<file path="config.mk">
export PLATFORM = sky130hd
export DESIGN_NAME = bcd_conv_counter
export DESIGN_NICKNAME = d
export VERILOG_FILES = /design/src/rtl/adc_pkg.sv /design/src/rtl/bcd_digit.sv /design/src/rtl/bcd_conv_counter.sv
export SDC_FILE = /design/constraint.sdc
export NUM_CORES = 1
export LEC_CHECK = 0
export ABC_AREA = 1
export ABC_CLOCK_PERIOD_IN_PS = 1600
export CORE_ASPECT_RATIO = 1.4
export CORE_UTILIZATION = 49
export DETAILED_ROUTE_END_ITERATION = 8
export GPL_TIMING_DRIVEN = 0
export PLACE_DENSITY = 0.79
export SYNTH_ARGS = -nofsm -noshare
export SYNTH_HDL_FRONTEND = slang
export SYNTH_SLANG_ARGS = --single-unit
export TNS_END_PERCENT = 5
</file>
<file path="constraint.sdc">
create_clock -name clk -period 1.6 [get_ports clk]
set_input_delay 0.24 -clock clk [delete_from_list [all_inputs] [get_ports clk]]
set_output_delay 0.24 -clock clk [all_outputs]
set_load 0.03 [all_outputs]
</file>
<file path="src/rtl/adc_pkg.sv">
// Shared types and constants for the dual-slope converter time base.
// The BCD increment helper keeps every decade inside 0..9.
package adc_pkg;

  localparam int         BCD_W   = 4;
  localparam logic [3:0] BCD_MAX = 4'd9;

  typedef logic [BCD_W-1:0] bcd_t;

  typedef enum logic {
    PH_INT = 1'b0,
    PH_REF = 1'b1
  } phase_e;

  function automatic bcd_t bcd_inc(input bcd_t d);
    if (d == BCD_MAX) begin
      return 4'd0;
    end else begin
      return d + 4'd1;
    end
  endfunction

endpackage

</file>
<file path="src/rtl/bcd_digit.sv">
// One BCD decade: synchronous clear, increment with roll-over at 9,
// and a combinational carry into the next decade.
module bcd_digit
  import adc_pkg::*;
(
  input  logic clk,
  input  logic rst_n,
  input  logic clr,
  input  logic inc,
  output bcd_t q,
  output logic carry
);

  bcd_t q_q;
  bcd_t q_d;

  // Next digit value: clear wins over increment.
  always_comb begin
    q_d = q_q;
    if (clr) begin
      q_d = 4'd0;
    end else if (inc) begin
      q_d = bcd_inc(q_q);
    end else begin
      q_d = q_q;
    end
  end

  // Digit register.
  always_ff @(posedge clk or negedge rst_n) begin
    if (!rst_n) begin
      q_q <= 4'd0;
    end else begin
      q_q <= q_d;
    end
  end

  assign q     = q_q;
  assign carry = inc && (q_q == BCD_MAX);

endmodule

</file>
<file path="src/rtl/bcd_conv_counter.sv">
// Decimal time base for the dual-slope converter: counts integration and
// reference intervals and captures the BCD count on the integrator-zero edge.
module bcd_conv_counter
  import adc_pkg::*;
#(
  parameter int N_DIGITS = 3
) (
  input  logic                      clk,
  input  logic                      rst_n,
  input  logic                      en_0,
  input  logic                      clr,
  input  logic                      Vint_z,
  output logic                      en_3,
  output logic [4*N_DIGITS-1:0]     count,
  output logic [4*N_DIGITS-1:0]     result,
  output logic                      valid,
  output logic                      done,
  output logic                      ovf
);

  localparam int CW = BCD_W * N_DIGITS;

  logic [N_DIGITS-1:0] inc_s;
  logic [N_DIGITS-1:0] carry_s;
  logic [CW-1:0]       count_s;
  logic                wrap_s;
  logic                cap_s;

  phase_e          phase_q,   phase_d;
  logic            ovf_run_q, ovf_run_d;
  logic            vz_q;
  logic            en_3_q,    en_3_d;
  logic [CW-1:0]   result_q,  result_d;
  logic            valid_q,   valid_d;
  logic            done_q,    done_d;
  logic            ovf_q,     ovf_d;

  for (genvar k = 0; k < N_DIGITS; k++) begin : g_digit
    if (k == 0) begin : g_lsd
      assign inc_s[k] = en_0;
    end else begin : g_upper
      assign inc_s[k] = carry_s[k-1];
    end

    bcd_digit u_digit (
      .clk   (clk),
      .rst_n (rst_n),
      .clr   (clr),
      .inc   (inc_s[k]),
      .q     (count_s[k*BCD_W +: BCD_W]),
      .carry (carry_s[k])
    );
  end

  // A carry out of the top decade means the count wraps to all zeros this edge.
  assign wrap_s = carry_s[N_DIGITS-1];
  assign cap_s  = Vint_z && !vz_q && (phase_q == PH_REF);

  // Phase tracking and end-of-integration pulse; a clear suppresses a pending wrap.
  always_comb begin
    phase_d   = phase_q;
    ovf_run_d = ovf_run_q;
    en_3_d    = 1'b0;
    if (clr) begin
      phase_d   = PH_INT;
      ovf_run_d = 1'b0;
    end else if (wrap_s) begin
      if (phase_q == PH_INT) begin
        phase_d = PH_REF;
        en_3_d  = 1'b1;
      end else begin
        ovf_run_d = 1'b1;
      end
    end else begin
      phase_d   = phase_q;
      ovf_run_d = ovf_run_q;
    end
  end

  // Capture path: samples the pre-edge count, so a simultaneous clear is harmless.
  always_comb begin
    result_d = result_q;
    valid_d  = valid_q;
    ovf_d    = ovf_q;
    done_d   = 1'b0;
    if (cap_s) begin
      result_d = count_s;
      ovf_d    = ovf_run_q;
      valid_d  = 1'b1;
      done_d   = 1'b1;
    end else begin
      result_d = result_q;
    end
  end

  // Control and capture registers.
  always_ff @(posedge clk or negedge rst_n) begin
    if (!rst_n) begin
      phase_q   <= PH_INT;
      ovf_run_q <= 1'b0;
      vz_q      <= 1'b0;
      en_3_q    <= 1'b0;
      result_q  <= '0;
      valid_q   <= 1'b0;
      done_q    <= 1'b0;
      ovf_q     <= 1'b0;
    end else begin
      phase_q   <= phase_d;
      ovf_run_q <= ovf_run_d;
      vz_q      <= Vint_z;
      en_3_q    <= en_3_d;
      result_q  <= result_d;
      valid_q   <= valid_d;
      done_q    <= done_d;
      ovf_q     <= ovf_d;
    end
  end

  assign count  = count_s;
  assign en_3   = en_3_q;
  assign result = result_q;
  assign valid  = valid_q;
  assign done   = done_q;
  assign ovf    = ovf_q;

endmodule

</file>
==> results of run 1 <==
[area by class of cell]
cell class / instances / area (sq um) / share of cell area [%]
Sequential cell: 31 / 776 / 42.6
Buffer: 2 / 22.5 / 1.24
Tap cell: 36 / 45.0 / 2.47
Clock inverter: 1 / 5.00 / 0.275
Timing Repair Buffer: 33 / 298 / 16.3
Multi-Input combinational cell: 94 / 566 / 31.0
Inverter: 16 / 60.1 / 3.29
Clock buffer: 6 / 51.3 / 2.81
[repair_timing]
item | 4_1_cts | 5_1_grt
hold endpoints to repair | 0 | 31
hold buffers | 0 | 1
setup endpoints to repair | 26 | 3
resized for setup | 26 | 2
[placed cells by master (no fill, tap or decap), drive strengths merged]
cell type	count
nand2	35
dfrtp	31
dlygate4sd2	26
inv	16
o21ai	14
nor2	11
nand3	8
ha	6
clkbuf	6
a21oi	5
o22ai	4
nand4	4
xor2	3
clkdlybuf4s50	3
buf	3
xnor2	2
dlymetal6s2s	2
nor3	1
or2	1
clkinv	1
dlygate4sd3	1
[layer usage]
metal / share of wire, % / up-vias / global-route usage [%]
li1: - / 549 / -
met1: 40 / 543 / 22.9
met2: 53 / 23 / 36.5
met3: 4.8 / 6 / 7.38
met4: 2.0 / 0 / 11.5
met5: 0 / - / 0
[worst paths after layout]
path / startpoint / to / depth (start not counted)
min reg2reg: valid$_DFFE_PN0P_ / valid$_DFFE_PN0P_ / 1
max: g_digit[0].u_digit.q[0]$_DFFE_PN0P_ / count[0] / 1
min in group asynchronous: rst_n / result[6]$_DFFE_PN0P_ / 2
max in group asynchronous: rst_n / g_digit[1].u_digit.q[2]$_DFFE_PN0P_ / 2
min: Vint_z / vz_q$_DFF_PN0_ / 1
max reg2reg: g_digit[0].u_digit.q[1]$_DFFE_PN0P_ / g_digit[2].u_digit.q[0]$_DFFE_PN0P_ / 5
[cells by family after synthesis]
logic type	count (synthesis)
AO/OA/AOI/OAI	23
adder cells (fa/ha/maj)	6
XOR/XNOR	5
buffers and inverters	18
AND/OR/NAND/NOR	60
flip-flops	31
[power groups by stage]
stage | Sequential (W) | Combinational, W | Clock, W
after detailed placement | 0.000834 | 0.000149 | 0
final | 0.000817 | 0.000135 | 0.000462
after global routing | 0.000820 | 0.000150 | 0.000511
after global placement | 0.000832 | 0.000145 | 0
after CTS | 0.000818 | 0.000137 | 0.000477
after floorplan | 0.000866 | 0.0000395 | 0
[through the flow]
stage	power [W]	cells	setup slack [ns]
2_1_floorplan	0.000906	143	0.144
3_3_place_gp	0.000977	211	-0.200
3_5_place_dp	0.000983	211	-0.249
4_1_cts	0.00143	218	0.00478
5_1_grt	0.00148	219	-0.000592
6_report	0.00141	219	0.0860
[flip-flops by register name (all words and copies together), names as in the netlist]
register / flops
g_digit.u_digit.q: 12
result: 12
ovf_run_q: 1
valid: 1
ovf: 1
phase_q: 1
done: 1
vz_q: 1
en_3: 1
==> flow_metrics.py, run 1 <==
metrics = {
    "clocking": {
        "cts_buffers": 5,
        "cts_tree": "built",
        "cts_setup_buffers": 0,
        "clk_latency_ns": 0.34,
        "cts_buffer_depth": 2,
        "cts_sinks": 31,
        "htree_levels": 2,
        "clk_pin_slew_ns": 0.09,
        "cts-root-buf": "clkbuf_4",
    },
    "critical_path": {
        "timing.reg2reg.setup_slack_ns": 0.10,
        "crit_arrival_ns": 1.27,
        "startpoint_type": "flop",
        "worst-path-buf-inv": 1,
        "critical_path.max_stage_delay_ns": 0.49,
        "crit_family": "flip-flops",
        "critical_path_peak_fanout": 6,
        "critical_path_class": "reg -> out",
        "end_kind": "primary output",
        "crit_slowest_cell": "dfrtp_1",
        "path_cells": "dlygate4sd2_1",
        "required_ns": 1.36,
    },
    "timing": {
        "maxSlewHeadroom_pct": 55.1,
        "setup_tns_ns": 0,
        "setup_viol": 0,
        "fin_skew_ns": 0.00996,
        "timing.fmax_mhz": 660,
        "holdWs_ns": 0.392,
        "rsz0062_at_grt": "true",
        "hold_viol_final": 0,
        "drv_slew": 0,
        "tightest_slew_ns": 0.674,
        "min_period_ns": 1.51,
        "finalCritPeriodShare_pct": 94.6,
    },
    "synth": {
        "synth_nets": 154,
        "yosysWarnings": 0,
        "yosys-top-cells-count": "nand2_1, dfrtp_1, inv_1",
        "synthFlopType": "dfrtp_1",
        "yosysSeqAreaShare_pct": 54.5,
        "synth_cells": 143,
        "synth_edf_count": 0,
        "yosysMostFrequentCell": "nand2_1",
        "syn-cell-area_sq_um": 1420,
        "synthMuxAreaShare_pct": 0,
        "synth_area_leader_cell": "dfrtp_1",
        "yosys.cell_types.count": 24,
        "synth_compound_area_share_pct": 11.3,
        "synth_xor_area_share_pct": 3.08,
        "synth_top_family_by_area": "simple AND/OR/NAND/NOR gates",
        "synthAdderAreaFrac_pct": 5.27,
        "yosys.area_share.simple_pct": 20.0,
        "synth_area_leaders": "dfrtp_1, nand2_1, o21ai_2",
        "yosysTopAreaCellShare_pct": 54.5,
        "ys_seq_elements": 31,
        "postSynthAreaPerCell_sq_um": 9.96,
        "ys_async_sr_fraction_pct": 100,
    },
    "grt": {
        "grt_pass1_vias": 1075,
        "track_usage_pct": 21.8,
        "antenna_found_initial": 0,
        "overflow": 0,
        "grt_max_degree": 32,
        "grt_pass1_wl_mm": 4.60,
    },
    "route": {
        "post_drt_wl_per_cell_microns": 12.8,
        "drt_iter0_markers": 23,
        "drtAntennaViolNets": 0,
        "post-route-drc-count": 0,
        "first_pass_iters": 4,
        "viasPerCell": 5.12,
        "vias": 1121,
        "wirelength_mm": 2.80,
    },
    "run": {
        "max_cap_violations": 0,
    },
    "placed_design": {
        "hpwl_mm": 2.09,
        "port_buffers": 32,
        "globalplace.congestion": 0.858,
        "placedInstanceArea_sq_um": 1790,
    },
    "final_layout": {
        "fill_cells": 247,
        "post-route-util_pct": 67.6,
        "layout-drive-gt1-share_pct": 18.6,
        "nNetsFinal": 194,
        "area_delta_synth_final_pct": 28.0,
        "diodes": 0,
        "design_area_sq_um": 1820,
    },
    "pwr": {
        "p_switching_w": 0.000366,
        "leakage_nw": 0.999,
        "switching_share_pct": 25.8,
        "p_per_area_nw_per_um2": 776,
        "combPwrFrac_pct": 9.5,
        "ir_drop_mv": 0.576,
        "power_frac_clock_pct": 32.7,
        "power_frac_seq_pct": 57.8,
        "p_int_w": 0.00105,
    },
    "floorplanning": {
        "dieHeight_microns": 65.8,
        "start_util_pct": 52.8,
        "die_w_microns": 47.6,
        "die_area_sq_um": 3130,
        "rows": 22,
        "pin_count": 33,
        "core_sq_um": 2700,
    },
    "status": {
        "status": "completed",
    },
    "hold_path": {
        "worstHoldPathType": "in -> reg",
    },
}
(Power assumes the default switching activity.)
==> run 2: changes to the inputs <==
--- a/config.mk
+++ b/config.mk
@@ -8,10 +8,12 @@
 export ABC_AREA = 1
 export ABC_CLOCK_PERIOD_IN_PS = 1600
 export CORE_ASPECT_RATIO = 1.4
-export CORE_UTILIZATION = 49
+export CORE_UTILIZATION = 51
+export CTS_BUF_LIST = sky130_fd_sc_hd__clkbuf_4
 export DETAILED_ROUTE_END_ITERATION = 8
 export GPL_TIMING_DRIVEN = 0
-export PLACE_DENSITY = 0.79
+export PLACE_DENSITY = 0.81
+export SLEW_MARGIN = 20
 export SYNTH_ARGS = -nofsm -noshare
 export SYNTH_HDL_FRONTEND = slang
 export SYNTH_SLANG_ARGS = --single-unit
==> run 2 against run 1 <==
Compared with the run above: utilization up 1.9 points; combinational power about the same; sequential share of layout area down 0.32 points; die area down 3.8%; global-route usage up 0.12 points; sequential cell count unchanged; final area up 0.75%; worst setup slack worse by 0.050 ns; register-to-register slack better by 0.06 ns; clock power down 6.5%; sequential power about the same; critical path type unchanged.
==> flow_metrics.py, run 2 (same netlist as run 1, synthesis figures left out) <==
metrics = {
    "clocking": {
        "cts_buffer_depth": 2,
        "cts_buffers": 5,
        "clk_latency_ns": 0.33,
        "cts_tree": "built",
        "clk_pin_slew_ns": 0.09,
        "cts_setup_buffers": 0,
        "cts-root-buf": "clkbuf_4",
        "htree_levels": 2,
        "cts_sinks": 31,
    },
    "route": {
        "wirelength_mm": 2.75,
        "first_pass_iters": 4,
        "viasPerCell": 5.02,
        "vias": 1104,
        "drtAntennaViolNets": 0,
        "post-route-drc-count": 0,
        "post_drt_wl_per_cell_microns": 12.5,
        "drt_iter0_markers": 18,
    },
    "hold_path": {
        "worstHoldPathType": "in -> reg",
        "min_to": "vz_q$_DFF_PN0_",
        "worstHoldStart": "Vint_z",
        "min_path_cells": 1,
    },
    "run": {
        "max_cap_violations": 0,
    },
    "final_layout": {
        "mostFrequentLayoutCell": "nand2_1",
        "fin_cells": 220,
        "area_delta_synth_final_pct": 29.0,
        "fill_cells": 243,
        "nNetsFinal": 194,
        "diodes": 0,
        "regArea_sq_um": 776,
        "post-route-util_pct": 69.5,
        "layout-drive-gt1-share_pct": 17.9,
        "multi_input_area_sq_um": 571,
        "layout_common_cells": "nand2_1, dfrtp_1, dlygate4sd2_1",
    },
    "timing": {
        "drv_slew": 0,
        "setup_viol": 0,
        "fin_skew_ns": 0.00639,
        "setup_tns_ns": 0,
        "setup_ws_ns": 0.0364,
        "tightest_slew_ns": 0.661,
        "rsz0062_at_grt": "false",
        "maxSlewHeadroom_pct": 55.9,
        "min_period_ns": 1.56,
        "timing.fmax_mhz": 640,
        "hold_viol_final": 0,
        "finalCritPeriodShare_pct": 97.7,
    },
    "floorplanning": {
        "die_area_sq_um": 3010,
        "core_sq_um": 2640,
        "die_w_microns": 46.7,
        "pin_count": 33,
        "dieHeight_microns": 64.5,
        "start_util_pct": 53.9,
        "rows": 22,
    },
    "critical_path": {
        "critical_path_peak_fanout": 1,
        "critical_path.max_stage_delay_ns": 0.67,
        "crit_slowest_cell": "clkdlybuf4s50_1",
        "crit_family": "buffers and inverters",
        "r2r.worst_path.cells": 7,
        "end_kind": "primary output",
        "timing.reg2reg.setup_slack_ns": 0.16,
        "r2r_end": "g_digit[1].u_digit.q[2]$_DFFE_PN0P_",
        "critical_path_class": "reg -> out",
        "startpoint_type": "flop",
        "cp_num_cells": 1,
        "r2r-start": "g_digit[0].u_digit.q[1]$_DFFE_PN0P_",
        "required_ns": 1.36,
        "worst-path-buf-inv": 1,
        "path_cells": "clkdlybuf4s50_1",
        "crit_arrival_ns": 1.32,
    },
    "pwr": {
        "p_per_area_nw_per_um2": 755,
        "leakage_nw": 1.03,
        "finalPower_w": 0.00139,
        "ir_drop_mv": 0.653,
    },
    "status": {
        "status": "completed",
    },
    "grt": {
        "grt_pass1_vias": 1054,
        "grt_pass1_wl_mm": 4.60,
        "grt_max_degree": 32,
        "track_usage_pct": 21.9,
        "antenna_found_initial": 0,
        "overflow": 0,
    },
    "placed_design": {
        "hpwl_mm": 2.10,
        "dp_cells": 211,
        "post-place-ws_ns": 0.0307,
        "globalplace.congestion": 0.829,
        "port_buffers": 32,
    },
}
-- run 2: cell types whose count changed in the layout (fill, tap and decap cells not counted), sizes merged --
cell and delta:
dlygate4sd2 -4, dlymetal6s2s +3, clkdlybuf4s50 +1, clkinv +1
-- run 2: how the worst max path moves through the flow --
| stage | slack, ns | from | to |
|---|---|---|---|
| finish | 0.04 | en_3$_DFF_PN0_ | en_3 |
| global route | 0.005 | en_3$_DFF_PN0_ | en_3 |
| CTS | 0.001 | result[5]$_DFFE_PN0P_ | result[5] |
| detailed placement | 0.03 | en_0 | g_digit[2].u_digit.q[0]$_DFFE_PN0P_ |
| global placement | -0.21 | rst_n | result[11]$_DFFE_PN0P_ |
| floorplan | 0.14 | g_digit[0].u_digit.q[1]$_DFFE_PN0P_ | g_digit[2].u_digit.q[3]$_DFFE_PN0P_ |
-- run 2: area by class of cell --
type	instances	share of cell area [%]
Sequential cell	31	42.2
Multi-Input combinational cell	94	31.1
Timing Repair Buffer	33	16.9
Inverter	16	3.27
Clock buffer	6	2.45
Tap cell	36	2.45
Buffer	2	1.23
Clock inverter	2	0.409
-- run 2: where the power goes --
part           switching, W  total (W)  internal (W)
combinational     0.0000902   0.000137     0.0000473
clock              0.000253   0.000432      0.000179
sequential        0.0000160   0.000817      0.000801
-- run 2: through the flow --
step                instance area (sq um)  hold slack (ns)
finish                               1840            0.401
global route                         1840            0.388
CTS                                  1820            0.392
detailed placement                   1780            0.318
global placement                     1790            0.453
floorplan                            1420          -0.0556
-- run 2: metal layers --
layer	GRT usage [%]	up-vias	share of wire [%]
met2	35.1	21	53
met1	26.1	524	41
met4	10.7	0	2.1
met5	0	-	0
met3	5.85	6	4.4
li1	-	553	-
-- run 2: timing repair --
action / in CTS / in global routing
gates resized for setup: 22 / 7
hold buffers: 1 / 0
endpoints found under the setup margin: 22 / 8
hold endpoints to repair: 31 / 0
==> run 3: changes to the inputs <==
==> constraint.sdc (replaced) <==
create_clock -name clk -period 1.6 [get_ports clk]
set_input_delay 0.24 -clock clk [delete_from_list [all_inputs] [get_ports clk]]
set_output_delay 0.24 -clock clk [all_outputs]
set_load 0.1 [all_outputs]
==> run 3 against run 2 <==
Compared with the run above: hold slack better by 0.0076 ns; critical path type unchanged; worst setup slack better by 0.018 ns; largest power group unchanged; clock power is 1% lower.
==> flow_metrics.py, run 3 (same netlist as run 1, synthesis figures left out) <==
metrics = {
    "status": {
        "status": "completed",
    },
    "critical_path": {
        "critical_path_peak_fanout": 5,
        "required_ns": 1.36,
        "crit_slowest_cell": "clkdlybuf4s18_2",
        "cp_num_cells": 1,
        "startpoint_type": "flop",
        "end_kind": "primary output",
        "path_cells": "clkdlybuf4s18_2",
        "critical_path.max_stage_delay_ns": 0.56,
        "critical_path_class": "reg -> out",
        "crit_family": "buffers and inverters",
        "crit_arrival_ns": 1.31,
        "worst-path-buf-inv": 1,
        "r2r.worst_path.cells": 5,
    },
    "timing": {
        "finalCritPeriodShare_pct": 96.6,
        "fin_skew_ns": 0.00498,
        "maxSlewHeadroom_pct": 54.7,
        "tightest_slew_ns": 0.680,
        "setup_viol": 0,
        "rsz0062_at_grt": "false",
        "setup_tns_ns": 0,
        "min_period_ns": 1.55,
        "timing.fmax_mhz": 647,
        "drv_slew": 0,
        "hold_viol_final": 0,
    },
    "route": {
        "first_pass_iters": 4,
        "viasPerCell": 5.09,
        "post-route-drc-count": 0,
        "drtAntennaViolNets": 0,
        "vias": 1120,
        "post_drt_wl_per_cell_microns": 12.5,
        "wirelength_mm": 2.75,
        "drt_iter0_markers": 17,
    },
    "floorplanning": {
        "core_sq_um": 2640,
        "pin_count": 33,
        "start_util_pct": 53.9,
        "dieHeight_microns": 64.5,
        "rows": 22,
        "die_area_sq_um": 3010,
        "die_w_microns": 46.7,
    },
    "clocking": {
        "htree_levels": 2,
        "cts_sinks": 31,
        "cts-root-buf": "clkbuf_4",
        "clk_latency_ns": 0.32,
        "clk_pin_slew_ns": 0.09,
        "cts_buffer_depth": 2,
        "cts_buffers": 5,
        "cts_tree": "built",
        "cts_setup_buffers": 0,
    },
    "hold_path": {
        "worstHoldPathType": "in -> reg",
        "min_path_cells": 1,
    },
    "grt": {
        "grt_pass1_wl_mm": 4.62,
        "track_usage_pct": 21.6,
        "grt_max_degree": 32,
        "grt_pass1_vias": 1075,
        "antenna_found_initial": 0,
        "overflow": 0,
    },
    "pwr": {
        "leakage_nw": 0.841,
        "power_frac_seq_pct": 55.3,
        "switching_share_pct": 30.3,
        "combPwrFrac_pct": 15.9,
        "ir_drop_mv": 0.699,
        "p_switching_w": 0.000448,
        "finalPower_w": 0.00148,
        "power_frac_clock_pct": 28.8,
        "p_per_area_nw_per_um2": 789,
        "p_int_w": 0.00103,
    },
    "run": {
        "max_cap_violations": 0,
    },
    "final_layout": {
        "area_delta_synth_final_pct": 31.5,
        "multi_input_area_sq_um": 571,
        "fill_cells": 217,
        "nNetsFinal": 194,
        "diodes": 0,
        "regArea_sq_um": 788,
        "layout_common_cells": "nand2_1, clkdlybuf4s15_2, dfrtp_1",
        "mostFrequentLayoutCell": "nand2_1",
        "layout-drive-gt1-share_pct": 38.6,
    },
    "placed_design": {
        "hpwl_mm": 2.03,
        "port_buffers": 32,
        "globalplace.congestion": 0.810,
    },
}
run 3: cell count changes in the layout (fill, tap and decap cells not counted), sizes merged:
cell,delta
clkbuf,+1
clkdlybuf4s18,+1
dlygate4sd2,-22
clkdlybuf4s15,+23
dlymetal6s2s,-5
buf,+3
clkdlybuf4s50,-1
run 3: cell type report:
type / instances / area share (%)
buffer: 2 / 1.20
multi-input combinational: 94 / 30.5
clock inverter: 2 / 0.401
clock buffer: 6 / 2.40
sequential: 31 / 42.1
tap: 36 / 2.40
inverter: 16 / 3.21
timing repair buffer: 33 / 17.8
run 3: stage by stage:
step                      cells  instance area [sq um]  worst slack, ns  utilization (%)  hold WS [ns]
after CTS                   220                   1890           -0.230             71.4         0.401
after detailed placement    211                   1800           -0.246             68.0         0.315
after global routing        220                   1870          0.00211             70.9         0.391
after global placement      211                   1800           -0.308             68.2         0.453
after floorplan             143                   1440          -0.0275                -       -0.0556
final                       220                   1870           0.0540             70.9         0.409
run 3: worst paths after layout:
path	slack [ns]	endpoint	startpoint
worst min register to register	0.48	valid$_DFFE_PN0P_	valid$_DFFE_PN0P_
worst max register to register	0.11	g_digit[2].u_digit.q[0]$_DFFE_PN0P_	g_digit[0].u_digit.q[1]$_DFFE_PN0P_
max in group asynchronous	0.64	g_digit[0].u_digit.q[1]$_DFFE_PN0P_	rst_n
worst min-delay path	0.41	vz_q$_DFF_PN0_	Vint_z
worst max-delay path	0.05	count[3]	g_digit[0].u_digit.q[3]$_DFFE_PN0P_
min in group asynchronous	0.48	result[5]$_DFFE_PN0P_	rst_n
run 3: routing by layer:
layer  track usage (%)  up-vias  wire length (microns)
met3              6.96        8                    109
li1                  -      546                      -
met1              23.8      538                   1130
met4              7.50        0                     50
met5                 0        -                      0
met2              37.2       28                   1450
run 3: repair_timing:
action                     4_1_cts  5_1_grt
hold endpoints to repair        31        0
setup endpoints to repair       28        9
pin swaps                        0        0
hold buffers                     1        0
resized for setup               85        8
run 3: power groups by stage:
stage | Sequential (W) | Clock (W) | Combinational [W]
2_1_floorplan | 0.000960 | 0 | 0.0000397
3_3_place_gp | 0.000833 | 0 | 0.000240
3_5_place_dp | 0.000833 | 0 | 0.000243
4_1_cts | 0.000818 | 0.000444 | 0.000240
5_1_grt | 0.000821 | 0.000480 | 0.000249
6_report | 0.000818 | 0.000426 | 0.000235
==> RTL edit (flow settings as in run 1) <==
Change the parameter `N_DIGITS` from 3 to 6.
--- a/src/rtl/bcd_conv_counter.sv
+++ b/src/rtl/bcd_conv_counter.sv
@@ -3,7 +3,7 @@
 module bcd_conv_counter
   import adc_pkg::*;
 #(
-  parameter int N_DIGITS = 3
+  parameter int N_DIGITS = 6
 ) (
   input  logic                      clk,
   input  logic                      rst_n,
Interface: changed (resized count and result); port bits go from 33 to 57. The function was not compared with the original's and may differ.
==> RTL edit against run 1 <==
Combinational power grew 130%; core utilization is 2.2 points higher; setup slack got worse by 0.050 ns; sequential cell count up 24; power rose by 89%; design area grew 90%; wire length grew 100%; largest power group unchanged; synthesized area up 81%; register-to-register slack lost 0.06 ns; final cell count up 83%.
==> RTL edit: results (changes against run 1) <==
[run_status]
status = finished clean

[flow_run]
drv_cap = 0  ; unchanged

[final_layout]
final_cells = 400  ; +83%
layout.nets = 352  ; +81%
drive_gt1_share_pct = 17.6  ; -1.0 points

[route]
drt_iter0_drc = 106  ; +360%
met3RoutedLength_microns = 202  ; +50%
routed-wl-met2_mm = 2.93  ; +97%
wl_met1_mm = 2.36  ; +110%
routed_via_density = 5.19  ; +1.4%

[yosys]
synth_xor_area_share_pct = 2.71  ; -0.36 points
synth.distinct_cells = 33  ; +38%
synth_compound_area_share_pct = 10.5  ; -0.82 points
synthCells = 267  ; +87%
yosys-top-cells-count = 55 x dfrtp_1, 53 x nand2_1, 30 x inv_1, 27 x o21ai_0, 14 x nand3_1
ys_seq_area_share_pct = 53.3  ; -1.2 points
synth_area_leaders = dfrtp_1 53%, nand2_1 7.7%, ha_1 5.8%
synth.net_count = 284  ; +84%
synthAdderAreaFrac_pct = 5.82  ; +0.54 points

[worst_setup_path]
r2r-end = g_digit[3].u_digit.q[0]
slowest_delay_ns = 0.43  ; -0.06 ns
crit_arrival_ns = 1.75  ; +0.48 ns
reg2reg_slack_ns = 0.04  ; -0.06 ns
crit_fanout = 5  ; -1
cpMaxStageDelayCell = dfrtp_2
crit_start = g_digit[0].u_digit.q[1]
cp-end-kind = register

[clocking]
cts_root_buffer = clkbuf_8
ctsHoldBuffers = 1  ; +1
cts.repair.resized = 33  ; +27%

[placement]
port_buffers = 55  ; +72%
dp_hpwl_mm = 3.92  ; +87%
gp_congestion = 0.814  ; -5.1%
dpl.cell_count = 387  ; +83%

[global_routing]
grt_usage_pct = 22.2  ; +0.40 points
grtUsageMet2_pct = 38.3  ; +1.8 points
grt_max_degree = 33  ; +3.1%
met1_usage_pct = 26.9  ; +4.0 points
grt_pass1_wl_mm = 9.40  ; +100%
grtUsageMet3_pct = 3.65  ; -3.7 points
grt_pass1_vias = 1987  ; +85%

[power_and_ir_drop]
ir_drop_uv = 577  ; +0.13%
internal_power_w = 0.00201  ; +91%
p_leak_nw = 2.02  ; +100%

[timing]
worst_slew_pin_slew_ns = 0.550  ; -0.124 ns
skew_ns = 0.0144  ; +0.00442 ns
min_period_ns = 1.56  ; +0.0501 ns

==> RTL edit: power groups by stage <==
stage	clock network, W	registers [W]	logic [W]
floorplan	0	0.00157	0.0000839
global placement	0	0.00149	0.000296
detailed placement	0	0.00149	0.000307
CTS	0.000913	0.00147	0.000302
global route	0.000981	0.00147	0.000333
finish	0.000906	0.00147	0.000304
==> RTL edit: how the worst min path moves through the flow <==
stage,startpoint,to,slack (ns),cells after the start
2_1_floorplan,rst_n,done,-0.06,0
3_3_place_gp,valid,valid,0.45,1
3_5_place_dp,rst_n,result[15],0.26,1
4_1_cts,clr,ovf_run_q,0.22,2
5_1_grt,clr,ovf_run_q,0.23,2
6_report,clr,ovf_run_q,0.23,2
==> RTL edit: final cells by class <==
| class | instances | area, sq um |
|---|---|---|
| inverters | 35 | 131 |
| clock buffers | 7 | 76.3 |
| repair buffers | 61 | 626 |
| clock inverters | 1 | 30.0 |
| fillers | 397 | 1500 |
| plain buffers | 7 | 38.8 |
| well taps | 64 | 80.1 |
| flip-flops and latches | 55 | 1380 |
| multi-input cells | 170 | 1100 |
==> RTL edit: metrics by stage <==
stage	hold WS, ns	cell area, sq um
3_3_place_gp	0.452	3210
4_1_cts	0.218	3330
5_1_grt	0.230	3460
2_1_floorplan	-0.0556	2580
6_report	0.232	3460
3_5_place_dp	0.257	3230
==> RTL edit: kinds of logic (layout without fill, tap and decap cells) <==
| group | count (synthesis) | after routing |
|---|---|---|
| AO/OA/AOI/OAI | 47 | 47 |
| XOR/XNOR | 8 | 8 |
| adder cells (fa/ha/maj) | 12 | 12 |
| buffers and inverters | 42 | 111 |
| flip-flops | 55 | 55 |
| AND/OR/NAND/NOR | 103 | 103 |
